<file path="config.mk">
export PLATFORM = sky130hd
export DESIGN_NAME = xvga_timing
export DESIGN_NICKNAME = d
export VERILOG_FILES = /design/src/rtl/xvga_pkg.sv /design/src/rtl/sync_delay.sv /design/src/rtl/xvga_timing.sv
export SDC_FILE = /design/constraint.sdc
export NUM_CORES = 1
export LEC_CHECK = 0
export ABC_AREA = 0
export CELL_PAD_IN_SITES_DETAIL_PLACEMENT = 0
export CELL_PAD_IN_SITES_GLOBAL_PLACEMENT = 1
export CORE_ASPECT_RATIO = 1.75
export CORE_MARGIN = 5
export CORE_UTILIZATION = 35
export DETAILED_ROUTE_END_ITERATION = 7
export GPL_ROUTABILITY_DRIVEN = 0
export GPL_TIMING_DRIVEN = 0
export MAX_ROUTING_LAYER = met4
export PLACE_DENSITY_LB_ADDON = 0.1
export SYNTH_ARGS = -nofsm -noshare
export SYNTH_HDL_FRONTEND = slang
export SYNTH_SLANG_ARGS = --single-unit
</file>
<file path="constraint.sdc">
create_clock -name vclock -period 2.45 [get_ports vclock]
set_input_delay 0.49 -clock vclock [delete_from_list [all_inputs] [get_ports vclock]]
set_output_delay 0.49 -clock vclock [all_outputs]
set_load 0.01 [all_outputs]
</file>
<file path="src/rtl/xvga_pkg.sv">
// Shared XVGA (1024x768@60) timing defaults, count widths and the sync bundle type.
package xvga_pkg;

  localparam int unsigned XVGA_H_ACTIVE = 1024;
  localparam int unsigned XVGA_H_FP     = 24;
  localparam int unsigned XVGA_H_SYNC   = 136;
  localparam int unsigned XVGA_H_BP     = 160;
  localparam int unsigned XVGA_V_ACTIVE = 768;
  localparam int unsigned XVGA_V_FP     = 3;
  localparam int unsigned XVGA_V_SYNC   = 6;
  localparam int unsigned XVGA_V_BP     = 29;

  localparam int unsigned XVGA_H_TOTAL  = 1344;
  localparam int unsigned XVGA_V_TOTAL  = 806;

  localparam int unsigned HCNT_W = 11;
  localparam int unsigned VCNT_W = 10;
  localparam int unsigned FCNT_W = 8;

  // Bit order fixes the 3-bit delay-line word as {hsync, vsync, blank}.
  typedef struct packed {
    logic hsync;
    logic vsync;
    logic blank;
  } sync_t;

  localparam sync_t SYNC_IDLE = '{hsync: 1'b1, vsync: 1'b1, blank: 1'b1};

endpackage

</file>
<file path="src/rtl/sync_delay.sv">
// Fixed-depth shift register for the {hsync, vsync, blank} bundle; stages reset to all ones.
module sync_delay
  import xvga_pkg::*;
#(
  parameter int unsigned DEPTH = 2
) (
  input  logic  clk,
  input  logic  rst,
  input  sync_t din,
  output sync_t dout
);

  sync_t stage_q [DEPTH];
  sync_t stage_d [DEPTH];

  always_comb begin
    stage_d[0] = din;
    for (int i = 1; i < int'(DEPTH); i++) begin
      stage_d[i] = stage_q[i-1];
    end
  end

  always_ff @(posedge clk or posedge rst) begin
    if (rst) begin
      for (int i = 0; i < int'(DEPTH); i++) begin
        stage_q[i] <= SYNC_IDLE;
      end
    end else begin
      for (int i = 0; i < int'(DEPTH); i++) begin
        stage_q[i] <= stage_d[i];
      end
    end
  end

  assign dout = stage_q[DEPTH-1];

endmodule

</file>
<file path="src/rtl/xvga_timing.sv">
// XVGA raster timing generator: counters, syncs, blank and frame counter, all registered.
// Optional delayed sync copies are built when XVGA_SYNC_DELAY_EN is defined.
module xvga_timing
  import xvga_pkg::*;
#(
  parameter int unsigned H_ACTIVE   = XVGA_H_ACTIVE,
  parameter int unsigned H_FP       = XVGA_H_FP,
  parameter int unsigned H_SYNC     = XVGA_H_SYNC,
  parameter int unsigned H_BP       = XVGA_H_BP,
  parameter int unsigned V_ACTIVE   = XVGA_V_ACTIVE,
  parameter int unsigned V_FP       = XVGA_V_FP,
  parameter int unsigned V_SYNC     = XVGA_V_SYNC,
  parameter int unsigned V_BP       = XVGA_V_BP,
  parameter int unsigned SYNC_DELAY = 2
) (
  input  logic              vclock,
  input  logic              reset,
  output logic [HCNT_W-1:0] hcount,
  output logic [VCNT_W-1:0] vcount,
  output logic              hsync,
  output logic              vsync,
  output logic              blank,
  output logic              frame_start,
`ifdef XVGA_SYNC_DELAY_EN
  output logic [FCNT_W-1:0] frame_cnt,
  output logic              hsync_d,
  output logic              vsync_d,
  output logic              blank_d
`else
  output logic [FCNT_W-1:0] frame_cnt
`endif
);

  localparam int unsigned H_TOTAL = H_ACTIVE + H_FP + H_SYNC + H_BP;
  localparam int unsigned V_TOTAL = V_ACTIVE + V_FP + V_SYNC + V_BP;

  // Boundaries resolved at elaboration so runtime compares stay at count width.
  localparam logic [HCNT_W-1:0] H_LAST   = HCNT_W'(H_TOTAL - 1);
  localparam logic [HCNT_W-1:0] HA_END   = HCNT_W'(H_ACTIVE);
  localparam logic [HCNT_W-1:0] HS_FIRST = HCNT_W'(H_ACTIVE + H_FP);
  localparam logic [HCNT_W-1:0] HS_LAST  = HCNT_W'(H_ACTIVE + H_FP + H_SYNC - 1);
  localparam logic [VCNT_W-1:0] V_LAST   = VCNT_W'(V_TOTAL - 1);
  localparam logic [VCNT_W-1:0] VA_END   = VCNT_W'(V_ACTIVE);
  localparam logic [VCNT_W-1:0] VS_FIRST = VCNT_W'(V_ACTIVE + V_FP);
  localparam logic [VCNT_W-1:0] VS_LAST  = VCNT_W'(V_ACTIVE + V_FP + V_SYNC - 1);

  if (SYNC_DELAY < 1 || SYNC_DELAY > 8) begin : g_bad_delay
    $error("xvga_timing: SYNC_DELAY must be in 1..8");
  end
  if (H_TOTAL > (1 << HCNT_W) || V_TOTAL > (1 << VCNT_W)) begin : g_bad_total
    $error("xvga_timing: timing totals exceed counter width");
  end

  logic [HCNT_W-1:0] h_q, h_d;
  logic [VCNT_W-1:0] v_q, v_d;
  logic              hs_q, hs_d;
  logic              vs_q, vs_d;
  logic              blk_q, blk_d;
  logic              fs_q, fs_d;
  logic [FCNT_W-1:0] fc_q, fc_d;
  logic              h_wrap;

  // Next counts first; every decode below looks at the next counts so it lands with them.
  always_comb begin
    h_wrap = (h_q == H_LAST);
    h_d    = h_wrap ? '0 : h_q + HCNT_W'(1);
    v_d    = v_q;
    if (h_wrap) begin
      v_d = (v_q == V_LAST) ? '0 : v_q + VCNT_W'(1);
    end
    hs_d  = !((h_d >= HS_FIRST) && (h_d <= HS_LAST));
    vs_d  = !((v_d >= VS_FIRST) && (v_d <= VS_LAST));
    blk_d = (h_d >= HA_END) || (v_d >= VA_END);
    fs_d  = h_wrap && (v_q == V_LAST);
    fc_d  = fc_q + FCNT_W'(fs_d);
  end

  always_ff @(posedge vclock or posedge reset) begin
    if (reset) begin
      h_q   <= '0;
      v_q   <= '0;
      hs_q  <= 1'b1;
      vs_q  <= 1'b1;
      blk_q <= 1'b0;
      fs_q  <= 1'b0;
      fc_q  <= '0;
    end else begin
      h_q   <= h_d;
      v_q   <= v_d;
      hs_q  <= hs_d;
      vs_q  <= vs_d;
      blk_q <= blk_d;
      fs_q  <= fs_d;
      fc_q  <= fc_d;
    end
  end

  assign hcount      = h_q;
  assign vcount      = v_q;
  assign hsync       = hs_q;
  assign vsync       = vs_q;
  assign blank       = blk_q;
  assign frame_start = fs_q;
  assign frame_cnt   = fc_q;

`ifdef XVGA_SYNC_DELAY_EN
  sync_t dly_in;
  sync_t dly_out;

  assign dly_in = '{hsync: hs_q, vsync: vs_q, blank: blk_q};

  sync_delay #(
    .DEPTH(SYNC_DELAY)
  ) u_sync_delay (
    .clk (vclock),
    .rst (reset),
    .din (dly_in),
    .dout(dly_out)
  );

  assign hsync_d = dly_out.hsync;
  assign vsync_d = dly_out.vsync;
  assign blank_d = dly_out.blank;
`endif

endmodule

</file>
# == After elaboration in Yosys (flattened, before gate mapping) ==
# Cells that the tools add are included.
# totals
ff_bits,33
inputBits,2
word_cells,27
# op_classes
addsub,3
n_lt_le_gt_ge,6
eq_ne,2
mux,3
reduce_logical,6
# op_table
cell,count
$ge 11x11->1 const B,2
$ge 10x10->1 const B,2
$mux 10,2
$add 11x1->11 const B,1
$eq 11x11->1 const B,1
$le 11x11->1 const B,1
$mux 11,1
$add 10x1->10 const B,1
$eq 10x10->1 const B,1
$le 10x10->1 const B,1
$add 8x1->8,1
$logic_and 1x1->1,3
$logic_not 1->1,2
$logic_or 1x1->1,1

# == Logic depth before layout (Yosys ltp) ==
# Gate-level depths: netlist of the first run.
# logic_depth
depth_word,6
depth_mapped,10

# == Worst setup path after synthesis of the first run ==
# OpenSTA, ideal clock, no wires.
# synth_path
kind,reg-to-reg
from,"register h_q[6], in the netlist hcount[6]"
to,"register vs_q, in the netlist vsync"
setup_time_ns,0.086
arrival_time_ns,2.392
required_time_ns,2.364
path_slack_ns,-0.027
stages_incl_launch_ff,8
n_path_buf,1
period_less_slack_ns,2.477
path_cell_list,dfrtp_1 > buf_6 > or4b_4 > nor4_4 > a21oi_2 > a31oi_4 > or3b_1 > a2111o_1
# synth_between
elab_chain_len,5
word_cells_on_any_way,6
# synth_lines
item,line,source
start: declaration,xvga_timing.sv:54,"logic [HCNT_W-1:0] h_q, h_d;"
start signal: assignment,xvga_timing.sv:80,h_q <= '0;
start signal: assignment,xvga_timing.sv:88,h_q <= h_d;
$eq 11x11->1 (*),xvga_timing.sv:65,h_wrap = (h_q == H_LAST);
$mux 10 (*),xvga_timing.sv:68,if (h_wrap) begin
via v_d[3],xvga_timing.sv:55,"logic [VCNT_W-1:0] v_q, v_d;"
$ge 10x10->1 / $le 10x10->1 (equally long branches),xvga_timing.sv:72,vs_d = !((v_d >= VS_FIRST) && (v_d <= VS_LAST));
$logic_and 1x1->1 (*),xvga_timing.sv:72,
$logic_not 1->1 (*),xvga_timing.sv:72,
via vs_d,xvga_timing.sv:57,"logic vs_q, vs_d;"
end signal: assignment,xvga_timing.sv:91,vs_q <= vs_d;
end: declaration,xvga_timing.sv:57,
# Mark *: on every way through the listed nets, which the timed path passes. The rest lies on a longest branch.

# == Final worst setup path of the first run ==
# layout_path
from,"register h_q[9], in the netlist hcount[9]"
to,"register vs_q, in the netlist vsync"
# Same word-level chain as after synthesis.

==> summary.md, run 1 <==
| Metric | Value |
|---|---|
| Finished Layout Cells | `roughly 290` |
| Synth Area in XOR/XNOR | `0.0925` |
| Crit start category | `flip-flop` |
| Synth Flop Type | `dfrtp_1` |
| Post-DP Area | `roughly 2200 sq um` |
| First-pass GRT wire length | `around 7900 microns` |
| Worst ir drop on vdd | `approximately 270 uV` |
| RSZ-0062 raised after global routing | `yes` |
| Critical path type | `flip-flop to flip-flop` |
| DR vias | `1585` |
| Design area | `2520 sq um` |
| Synth area leaders | `dfrtp_1 43%, xnor2_1 5.8%, nand3_1 4.7%` |
| Total CTS buffers | `5` |
| Mapped Cells | `181` |
| Post-synth EDFFs | `0` |
| DR vias/cell | `around 5.5` |
| Final min period | `about 2400 ps` |
| Compound-Gate Fraction of Synth Area | `0.114` |
| Final setup margin | `between 80 and 90 ps` |
| Syn_nets | `about 190` |
| Data required, critical path | `2650 ps` |
| Die area | `6730 sq um` |
| R2r setup slk | `just over 80 ps` |
| Worst Skew | `~3 ps` |
| Post-Synth Adder-Cell Area | `0.0417` |
| Avg Cell Area, Syn | `approximately 9.9 sq um` |
| Max-Cap Viols | `0` |
| Sequential element share of the synthesized area | `0.460` |
| Initial core utilization | `0.361` |
| Initial antenna violation count | `0` |
| Clock root buffer | `clkbuf_8` |
| # IOs | `35` |
| Cells after DPL | `around 270` |
| Clock Path Buffers | `2` |
| Worst Max-Slew Pin Slew | `a little over 700 ps` |
| Mux cell area share after synthesis | `0.00626` |
| Hold depth | `1` |
| Static leakage | `1.06 nW` |
| Setup slack at placement | `-324 ps` |
| Largest family of logic cells by synthesized area | `simple AND/OR/NAND/NOR gates` |
| Status | `complete, no violations` |
| Max-slew violations | `0` |
| Gr usage total | `0.149` |
| Hold_ws | `between 400 and 500 ps` |
| CTS tree | `built` |
| Ys async rst share | `1.00` |
| DRT iter0 DRCs | `55` |
| Cell area after synthesis | `about 1800 sq um` |
| Period utilization | `0.967` |
| HPWL after DPL | `~3300 microns` |
| # setup viols final | `0` |
| WL final | `4660 microns` |
| H-tree depth | `2` |
| Worst R2R Start | `hcount[9]` |
| DR pass1 iterations | `5` |
| Cell taking the most area after synthesis | `dfrtp_1` |
| Pwr Total | `0.977 mW` |
| Port Buffer Count | `34` |
| Net count, final | `~240` |
| Routed len/inst | `~16 microns` |
| Hold EP | `frame_cnt[7]` |
| Util after Layout | `0.507` |
| Arrival @ worst endpoint | `2570 ps` |
| Die H | `~100 microns` |
| Worst r2r dst | `vsync` |
| Slew headroom | `0.524` |
| Congestion Overflow GR | `0` |
| Num rows | `34` |
| Critical hold path startpoint | `frame_cnt[7]` |
| Final ANT Viol Nets | `0` |
| ANT cells | `0` |
| Chip width | `~64 microns` |
| Yosys top cell area share | `0.431` |
| Share of cells above drive strength 1 | `0.226` |
| Power Density | `~390 nW/um^2` |
| YS warnings | `0` |
| Worst-path clk slew | `roughly 70 ps` |
| # DRC | `0` |
| CP Max Fanout | `8` |
| Core area | `between 4000 and 5000 sq um` |
| Post-route setup TNS | `0 ps` |
| Max frequency | `around 420 MHz` |
| Simple-gate portion of the synthesized area | `0.252` |
| Clk sinks | `33` |
| Seq cells post-synth | `33` |
| Hold Vio Cnt, Final | `0` |
| Clk_lat worst skew | `roughly 280 ps` |
| Synth-to-Final Area Change | `40.3%` |
| Worst-case reg-to-reg path depth | `7` |
| Number of global-route vias before repair | `around 1600` |
| HP Class | `flip-flop to flip-flop` |
| Largest net degree at the start of global routing | `34` |
| Library cells used by synthesis | `44` |
| Worst setup EP type | `flip-flop` |
-- power breakdown --
group	total (mW)	internal (mW)	switching, mW
Combinational	0.0124	0.00153	0.0109
Sequential	0.545	0.545	0
Clock	0.419	0.229	0.190
-- layout make-up --
| cell class | instances | area [sq um] |
|---|---|---|
| Buffer | 5 | 42.5 |
| Clock buffer | 8 | 90.1 |
| Fill cell | 499 | 2450 |
| Inverter | 6 | 22.5 |
| Multi-Input combinational cell | 135 | 1020 |
| Sequential cell | 33 | 832 |
| Tap cell | 54 | 67.6 |
| Timing Repair Buffer | 47 | 445 |
-- registers in the layout, indices dropped and copies added, names as in the netlist --
register,flops
blank,1
vsync,1
hsync,1
frame_cnt,8
frame_start,1
hcount,11
vcount,10
-- what timing repair did --
action / in CTS / in global routing
setup buffers: 11 / 2
hold buffers: 0 / 0
resized for setup: 16 / 14
setup endpoints to repair: 6 / 3
pin swaps: 7 / 8
-- routing by layer --
| metal | global-route usage | part of all wire |
|---|---|---|
| met1 | 0.150 | 0.37 |
| met2 | 0.273 | 0.56 |
| met3 | 0.0269 | 0.042 |
| met4 | 0.0611 | 0.032 |
| met5 | - | 0 |
-- cell usage in the layout, fill, tap and decap left out, types with 4 or more instances in the layout --
| master | n |
|---|---|
| dfrtp_1 | 28 |
| xor2_1 | 7 |
| nor3_1 | 7 |
| and3_1 | 4 |
| inv_1 | 5 |
| a21oi_1 | 5 |
| buf_4 | 11 |
| buf_6 | 5 |
| xnor2_1 | 11 |
| clkdlybuf4s50_1 | 34 |
| nand2_1 | 15 |
| o21ai_0 | 9 |
| and2_1 | 4 |
| nand3_1 | 14 |
| nor2_1 | 12 |
| clkbuf_8 | 6 |
-- cells by family (layout without fill, tap and decap cells) --
| group | Yosys count | after routing |
|---|---|---|
| buffers and inverters | 13 | 66 |
| DFF | 33 | 33 |
| AOI/OAI and AO/OA | 29 | 29 |
| muxes | 1 | 1 |
| adders and majority gates | 6 | 6 |
| and+or+nand+nor | 80 | 80 |
| xor gates and xnor gates | 19 | 19 |
-- synthesized netlist by cell type, types with 2 or more instances --
master	number
a21oi_1	5
a31oi_1	3
and2_1	4
and3_1	5
and4_1	2
buf_2	3
clkbuf_1	3
dfrtp_1	31
dfstp_2	2
ha_1	6
inv_1	6
nand2_1	15
nand3_1	17
nand4_1	3
nor2_1	14
nor3_1	7
o21ai_0	9
o22ai_1	2
or3_1	2
xnor2_1	12
xor2_1	7
-- critical path, stage by stage, from the launching register on --
cell	delay [ps]
dfrtp_1	390
buf_6	140
or4b_4	550
nor4_4	190
a21oi_2	110
a31oi_4	160
or3b_1	370
a2111o_1	380
-- worst max path at each step --
stage / slack [ps] / startpoint / cells past startpoint / to
final: 80 / hcount[9] / 7 / vsync
after detailed placement: -320 / hcount[1] / 10 / frame_cnt[7]
after global routing: -8 / hcount[6] / 10 / frame_cnt[7]
after CTS: 0.5 / hcount[9] / 8 / vsync
after floorplan: 30 / hcount[1] / 8 / vsync
after global placement: -280 / hcount[1] / 10 / frame_cnt[7]
Power figures use the tool's default switching activity.
==> inputs of run 2 (changes only) <==
--- a/config.mk
+++ b/config.mk
@@ -6,16 +6,14 @@
 export NUM_CORES = 1
 export LEC_CHECK = 0
 export ABC_AREA = 0
-export CELL_PAD_IN_SITES_DETAIL_PLACEMENT = 0
-export CELL_PAD_IN_SITES_GLOBAL_PLACEMENT = 1
 export CORE_ASPECT_RATIO = 1.75
 export CORE_MARGIN = 5
-export CORE_UTILIZATION = 35
+export CORE_UTILIZATION = 46
 export DETAILED_ROUTE_END_ITERATION = 7
 export GPL_ROUTABILITY_DRIVEN = 0
 export GPL_TIMING_DRIVEN = 0
 export MAX_ROUTING_LAYER = met4
-export PLACE_DENSITY_LB_ADDON = 0.1
+export PLACE_DENSITY = 0.72
 export SYNTH_ARGS = -nofsm -noshare
 export SYNTH_HDL_FRONTEND = slang
 export SYNTH_SLANG_ARGS = --single-unit
==> summary.md, run 2 (synthesis gave the netlist of run 1 again) <==
| Metric | Value |
|---|---|
| Status | `complete, no violations` |
| Critical Path, Cell by Cell | `ha_2, and3_2, and4_2, buf_4, nor3_1, nor3_1, or3b_4, a2111o_1` |
| Synth-to-Final Area Change | `41.7%` |
| Gr usage total | `0.181 (+0.0318)` |
| Clock Path Buffers | `2 (unchanged)` |
| HPWL after DPL | `2900 microns (-12%)` |
| Clk sinks | `33 (unchanged)` |
| Util after Layout | `0.666 (+0.159)` |
| Crit-path slowest cell | `dfrtp_2` |
| Power Density | `461 nW/um^2 (+19%)` |
| DR vias | `1610 (+1.6%)` |
| Num rows | `30 (-12%)` |
| WP depth | `8 (+1)` |
| # DRC | `0 (unchanged)` |
| Clk_lat worst skew | `290 ps (about the same)` |
| Combinational power share | `0.015 (+0.002)` |
| First-pass GRT wire length | `7290 microns (-7.1%)` |
| Most frequent cells in the layout | `34 x clkdlybuf4s50_1, 27 x dfrtp_1, 17 x nand3_1` |
| Max-slew violations | `0 (unchanged)` |
| RSZ-0062 raised after global routing | `yes` |
| Max-Cap Viols | `0 (unchanged)` |
| Worst-case reg-to-reg path depth | `8 (+1)` |
| Period utilization | `0.996 (+0.0291)` |
| Largest net degree at the start of global routing | `34 (unchanged)` |
| Net Sw Frac | `0.188 (-0.0177)` |
| Congestion Overflow GR | `0 (unchanged)` |
| Arrival @ worst endpoint | `2650 ps (+80 ps)` |
| Max frequency | `410 MHz (-2.9%)` |
| Critical path type | `flip-flop to flip-flop` |
| Final min period | `2440 ps (+71.3 ps)` |
| Hold depth | `1 (unchanged)` |
| Crit start category | `flip-flop` |
| Die H | `92.7 microns (-12%)` |
| Net count, final | `242 (+0.41%)` |
| DR vias/cell | `5.69 (+3.4%)` |
| Internal power | `0.955 mW (+23%)` |
| Worst ir drop on vdd | `380 uV (+40%)` |
| DR pass1 iterations | `4 (-1)` |
| FILL cells | `316 (-37%)` |
| Initial core utilization | `0.470 (+0.108)` |
| WL final | `4400 microns (-5.6%)` |
| Part of the power in registers | `0.463 (-0.095)` |
| Core area | `3830 sq um (-23%)` |
| Slew headroom | `0.671 (+0.147)` |
| Number of global-route vias before repair | `1636 (-0.55%)` |
| Worst path max stage delay | `440 ps (-110 ps)` |
| DRT iter0 DRCs | `38 (-31%)` |
| Data required, critical path | `2660 ps (about the same)` |
| H-tree depth | `2 (unchanged)` |
| Total CTS buffers | `5 (unchanged)` |
| Hold Vio Cnt, Final | `0 (unchanged)` |
| CP Max Fanout | `10 (+2)` |
| Critical path's top delay family | `simple AND/OR/NAND/NOR gates` |
| HP Class | `flip-flop to flip-flop` |
| # setup viols final | `0 (unchanged)` |
| Worst Skew | `4.54 ps (+1.55 ps)` |
| Routed len/inst | `15.6 microns (-3.9%)` |
| Switching power of the nets | `0.221 mW (+10%)` |
| Worst Max-Slew Pin Slew | `494 ps (-219 ps)` |
| Die area | `5310 sq um (-21%)` |
| Share of cells above drive strength 1 | `0.230 (+0.00329)` |
| Worst setup EP type | `flip-flop` |
| # IOs | `35 (unchanged)` |
| Commonest non-fill, non-tap cell in the layout | `clkdlybuf4s50_1` |
| Chip width | `57.3 microns (-11%)` |
| Clock root buffer | `clkbuf_8` |
| Final ANT Viol Nets | `0 (unchanged)` |
| Max reg flops | `11 (unchanged)` |
| Worst path most repeated cell | `nor3_1` |
| Buffers plus inverters on the worst setup path | `1 (unchanged)` |
| Static leakage | `1.07 nW (+0.51%)` |
| Worst-path clk slew | `70 ps (about the same)` |
| Post-route setup TNS | `0 ps (unchanged)` |
| ANT cells | `0 (unchanged)` |
| Initial antenna violation count | `0 (unchanged)` |
| Clock power share | `0.522 (+0.093)` |
| CTS tree | `built` |
| Port Buffer Count | `34 (unchanged)` |
run 2: cell count changes in the layout (fill, tap and decap cells not counted), moves of 2 or more:
cell	previous run	this run
buf_4	11	14
clkbuf_1	3	0
buf_6	5	2
nand3_1	14	17
nand3_2	3	1
bufinv_16	0	2
run 2: metal layers:
| layer | global-route usage | vias to the layer above | share of wire | routed length, microns |
|---|---|---|---|---|
| met5 | - | - | 0 | 0 |
| met1 | 0.191 | 787 | 0.38 | 1690 |
| met3 | 0.0418 | 11 | 0.041 | 179 |
| li1 | - | 761 | - | - |
| met2 | 0.313 | 51 | 0.55 | 2400 |
| met4 | 0.0812 | 0 | 0.030 | 133 |
run 2: power by group through the flow:
stage / combinational [mW] / clock, mW / sequential (mW)
3_3_place_gp: 0.0128 / 0 / 0.555
4_1_cts: 0.0128 / 0.625 / 0.545
2_1_floorplan: 0.00801 / 0 / 0.555
3_5_place_dp: 0.0128 / 0 / 0.555
6_report: 0.0171 / 0.614 / 0.545
5_1_grt: 0.0195 / 0.657 / 0.544
run 2: worst paths after layout:
path,startpoint,slack (ps),to
worst max register to register,hcount[0],9,vsync
min in group asynchronous,reset,520,frame_cnt[1]
max in group asynchronous,reset,1370,vsync
worst min register to register,frame_cnt[7],470,frame_cnt[7]
worst max-delay path,hcount[0],9,vsync
worst min-delay path,frame_cnt[7],470,frame_cnt[7]
run 2: through the flow:
step	cell area [sq um]	power [mW]	worst slack (ps)	cells	hold slack, ps
final	2550	1.18	9.33	283	469
after detailed placement	2200	0.568	-221	263	464
after floorplan	1800	0.563	34.6	181	508
after global placement	2200	0.568	-223	263	462
after CTS	2450	1.18	-29.7	278	476
after global routing	2550	1.22	-30.1	283	487
run 2: timing repair:
item | in CTS | in global routing
pin swaps | 6 | 3
gates resized for setup | 13 | 11
hold buffers | 0 | 0
cloned | 0 | 1
setup endpoints to repair | 5 | 5
buffers inserted | 9 | 4
run 2: layout make-up:
cell class	instances	area [sq um]	area share
well taps	48	60.1	0.0236
multi-input cells	136	1000	0.392
flip-flops and latches	33	833	0.327
clock buffers	5	68.8	0.0270
inverters	6	22.5	0.00883
clock inverters	3	65.1	0.0255
plain buffers	4	35.0	0.0137
repair buffers	48	465	0.183
==> inputs of run 3 (changes only) <==
--- a/config.mk
+++ b/config.mk
@@ -8,12 +8,12 @@
 export ABC_AREA = 0
 export CORE_ASPECT_RATIO = 1.75
 export CORE_MARGIN = 5
-export CORE_UTILIZATION = 46
+export CORE_UTILIZATION = 40
 export DETAILED_ROUTE_END_ITERATION = 7
 export GPL_ROUTABILITY_DRIVEN = 0
 export GPL_TIMING_DRIVEN = 0
 export MAX_ROUTING_LAYER = met4
-export PLACE_DENSITY = 0.72
+export PLACE_DENSITY = 0.64
 export SYNTH_ARGS = -nofsm -noshare
 export SYNTH_HDL_FRONTEND = slang
 export SYNTH_SLANG_ARGS = --single-unit
==> summary.md, run 3 (synthesis gave the netlist of run 1 again) <==
| Metric | Value |
|---|---|
| Status | `complete, no violations` |
| Largest net degree at the start of global routing | `34 (unchanged)` |
| Clk_lat worst skew | `280 ps (about the same)` |
| Clk sinks | `33 (unchanged)` |
| DR pass1 iterations | `4 (unchanged)` |
| Routed len/inst | `15.2 microns (-2.5%)` |
| First-pass GRT wire length | `7540 microns (+3.4%)` |
| Data required, critical path | `2650 ps (about the same)` |
| Period utilization | `0.980 (-0.0160)` |
| Net count, final | `241 (-0.41%)` |
| Share of cells above drive strength 1 | `0.214 (-0.0161)` |
| Final min period | `2400 ps (-39.3 ps)` |
| Critical Path, Cell by Cell | `ha_2, and3_2, and4_4, buf_4, nand2_1, o22ai_1, or3b_1, a2111o_1` |
| Max reg flops | `11 (unchanged)` |
| DR vias | `1575 (-2.2%)` |
| Static leakage | `1.08 nW (+1.3%)` |
| # DRC | `0 (unchanged)` |
| Critical path type | `flip-flop to flip-flop` |
| Worst-path clk slew | `70 ps (about the same)` |
| CTS tree | `built` |
| Worst ir drop on vdd | `328 uV (-14%)` |
| Gr usage total | `0.167 (-0.0132)` |
| Clock root buffer | `clkbuf_8` |
| Crit-path slowest cell | `dfrtp_2` |
| Worst Max-Slew Pin Slew | `707 ps (+213 ps)` |
| Post-DP Area | `2200 sq um (+0.17%)` |
| Die area | `5990 sq um (+13%)` |
| Commonest non-fill, non-tap cell in the layout | `clkdlybuf4s50_1` |
| H-tree depth | `2 (unchanged)` |
| # IOs | `35 (unchanged)` |
| Total CTS buffers | `5 (unchanged)` |
| Worst path max stage delay | `450 ps (about the same)` |
| HP Class | `flip-flop to flip-flop` |
| Worst setup EP type | `flip-flop` |
| Pwr Total | `1.16 mW (-1.3%)` |
| Post-route setup TNS | `0 ps (unchanged)` |
| Worst Skew | `5.13 ps (+0.596 ps)` |
| RSZ-0062 raised after global routing | `yes` |
| Core area | `4400 sq um (+15%)` |
| HPWL after DPL | `3050 microns (+5.2%)` |
| WL final | `4320 microns (-1.8%)` |
| Critical path's top delay family | `simple AND/OR/NAND/NOR gates` |
| ANT cells | `0 (unchanged)` |
| Max frequency | `416 MHz (+1.6%)` |
| CP Max Fanout | `7 (-3)` |
| Power Density | `459 nW/um^2 (-0.53%)` |
| Max-Cap Viols | `0 (unchanged)` |
| Design area | `2530 sq um (-0.79%)` |
| # setup viols final | `0 (unchanged)` |
| Buffers plus inverters on the worst setup path | `1 (unchanged)` |
| Final ANT Viol Nets | `0 (unchanged)` |
| Port Buffer Count | `34 (unchanged)` |
| DR vias/cell | `5.53 (-2.9%)` |
| Initial core utilization | `0.409 (-0.0614)` |
| DRT iter0 DRCs | `57 (+50%)` |
| Finished Layout Cells | `285 (+0.71%)` |
| Num rows | `32 (+6.7%)` |
| Slew headroom | `0.528 (-0.142)` |
| Synth-to-Final Area Change | `40.6%` |
| Cells after DPL | `266 (+1.1%)` |
| Number of global-route vias before repair | `1617 (-1.2%)` |
| Most frequent cells in the layout | `34 x clkdlybuf4s50_1, 28 x dfrtp_1, 16 x nand3_1` |
| Hold Vio Cnt, Final | `0 (unchanged)` |
| Arrival @ worst endpoint | `2610 ps (-40 ps)` |
| Initial antenna violation count | `0 (unchanged)` |
| Congestion Overflow GR | `0 (unchanged)` |
| Crit start category | `flip-flop` |
| Max-slew violations | `0 (unchanged)` |
| Clock Path Buffers | `2 (unchanged)` |
| Die H | `98.7 microns (+6.5%)` |
| Chip width | `60.7 microns (+6.0%)` |
## run 3: cell types whose count changed in the layout (fill, tap and decap cells not counted), sizes merged
cell / previous run / this run
nand3: 18 / 17
## run 3: timing repair
item / 4_1_cts / 5_1_grt
gates cloned: 0 / 0
setup buffers: 10 / 4
endpoints found under the setup margin: 5 / 3
pin swaps: 8 / 5
hold buffers: 0 / 0
resized for setup: 16 / 5
hold endpoints to repair: 0 / 0
## run 3: layout make-up
class	count	area (sq um)
Clock buffer	5	68.8
Buffer	4	35.0
Multi-Input combinational cell	135	997
Fill cell	413	1870
Clock inverter	3	65.1
Timing Repair Buffer	48	445
Tap cell	51	63.8
Inverter	6	22.5
Sequential cell	33	832
## run 3: per-layer routing
metal / wire length (microns) / global-route usage / vias to the layer above
li1: - / - / 751
met3: 172 / 0.0367 / 9
met5: 0 / - / -
met2: 2420 / 0.279 / 47
met4: 82 / 0.0718 / 0
met1: 1650 / 0.185 / 768
## run 3: final timing paths
| kind | cells past startpoint | start | slack (ps) | endpoint |
|---|---|---|---|---|
| worst max-delay path | 8 | hcount[0] | 50 | vsync |
| worst min-delay path | 1 | frame_cnt[7] | 490 | frame_cnt[7] |
| worst max register to register | 8 | hcount[0] | 50 | vsync |
| worst min register to register | 1 | frame_cnt[7] | 490 | frame_cnt[7] |
| max in group asynchronous | 2 | reset | 1310 | vcount[0] |
| min in group asynchronous | 2 | reset | 630 | hcount[8] |
## run 3: through the flow
stage	hold WS [ps]	utilization	worst slack (ps)
2_1_floorplan	508	-	34.6
4_1_cts	504	0.563	0.569
5_1_grt	534	0.574	-18.4
3_3_place_gp	462	0.501	-247
6_report	488	0.574	48.6
3_5_place_dp	491	0.501	-240
## run 3: report_power, final
| group | switching [mW] | internal (mW) |
|---|---|---|
| clock network | 0.199 | 0.404 |
| logic | 0.0107 | 0.00153 |
| registers | 0 | 0.545 |
| total | 0.210 | 0.950 |
## run 3: worst reg2reg max path, cell delays in order (launching register included)
cell	delay [ps]
dfrtp_2	450
ha_2	230
and3_2	270
and4_4	210
buf_4	140
nand2_1	120
o22ai_1	120
or3b_1	410
a2111o_1	380
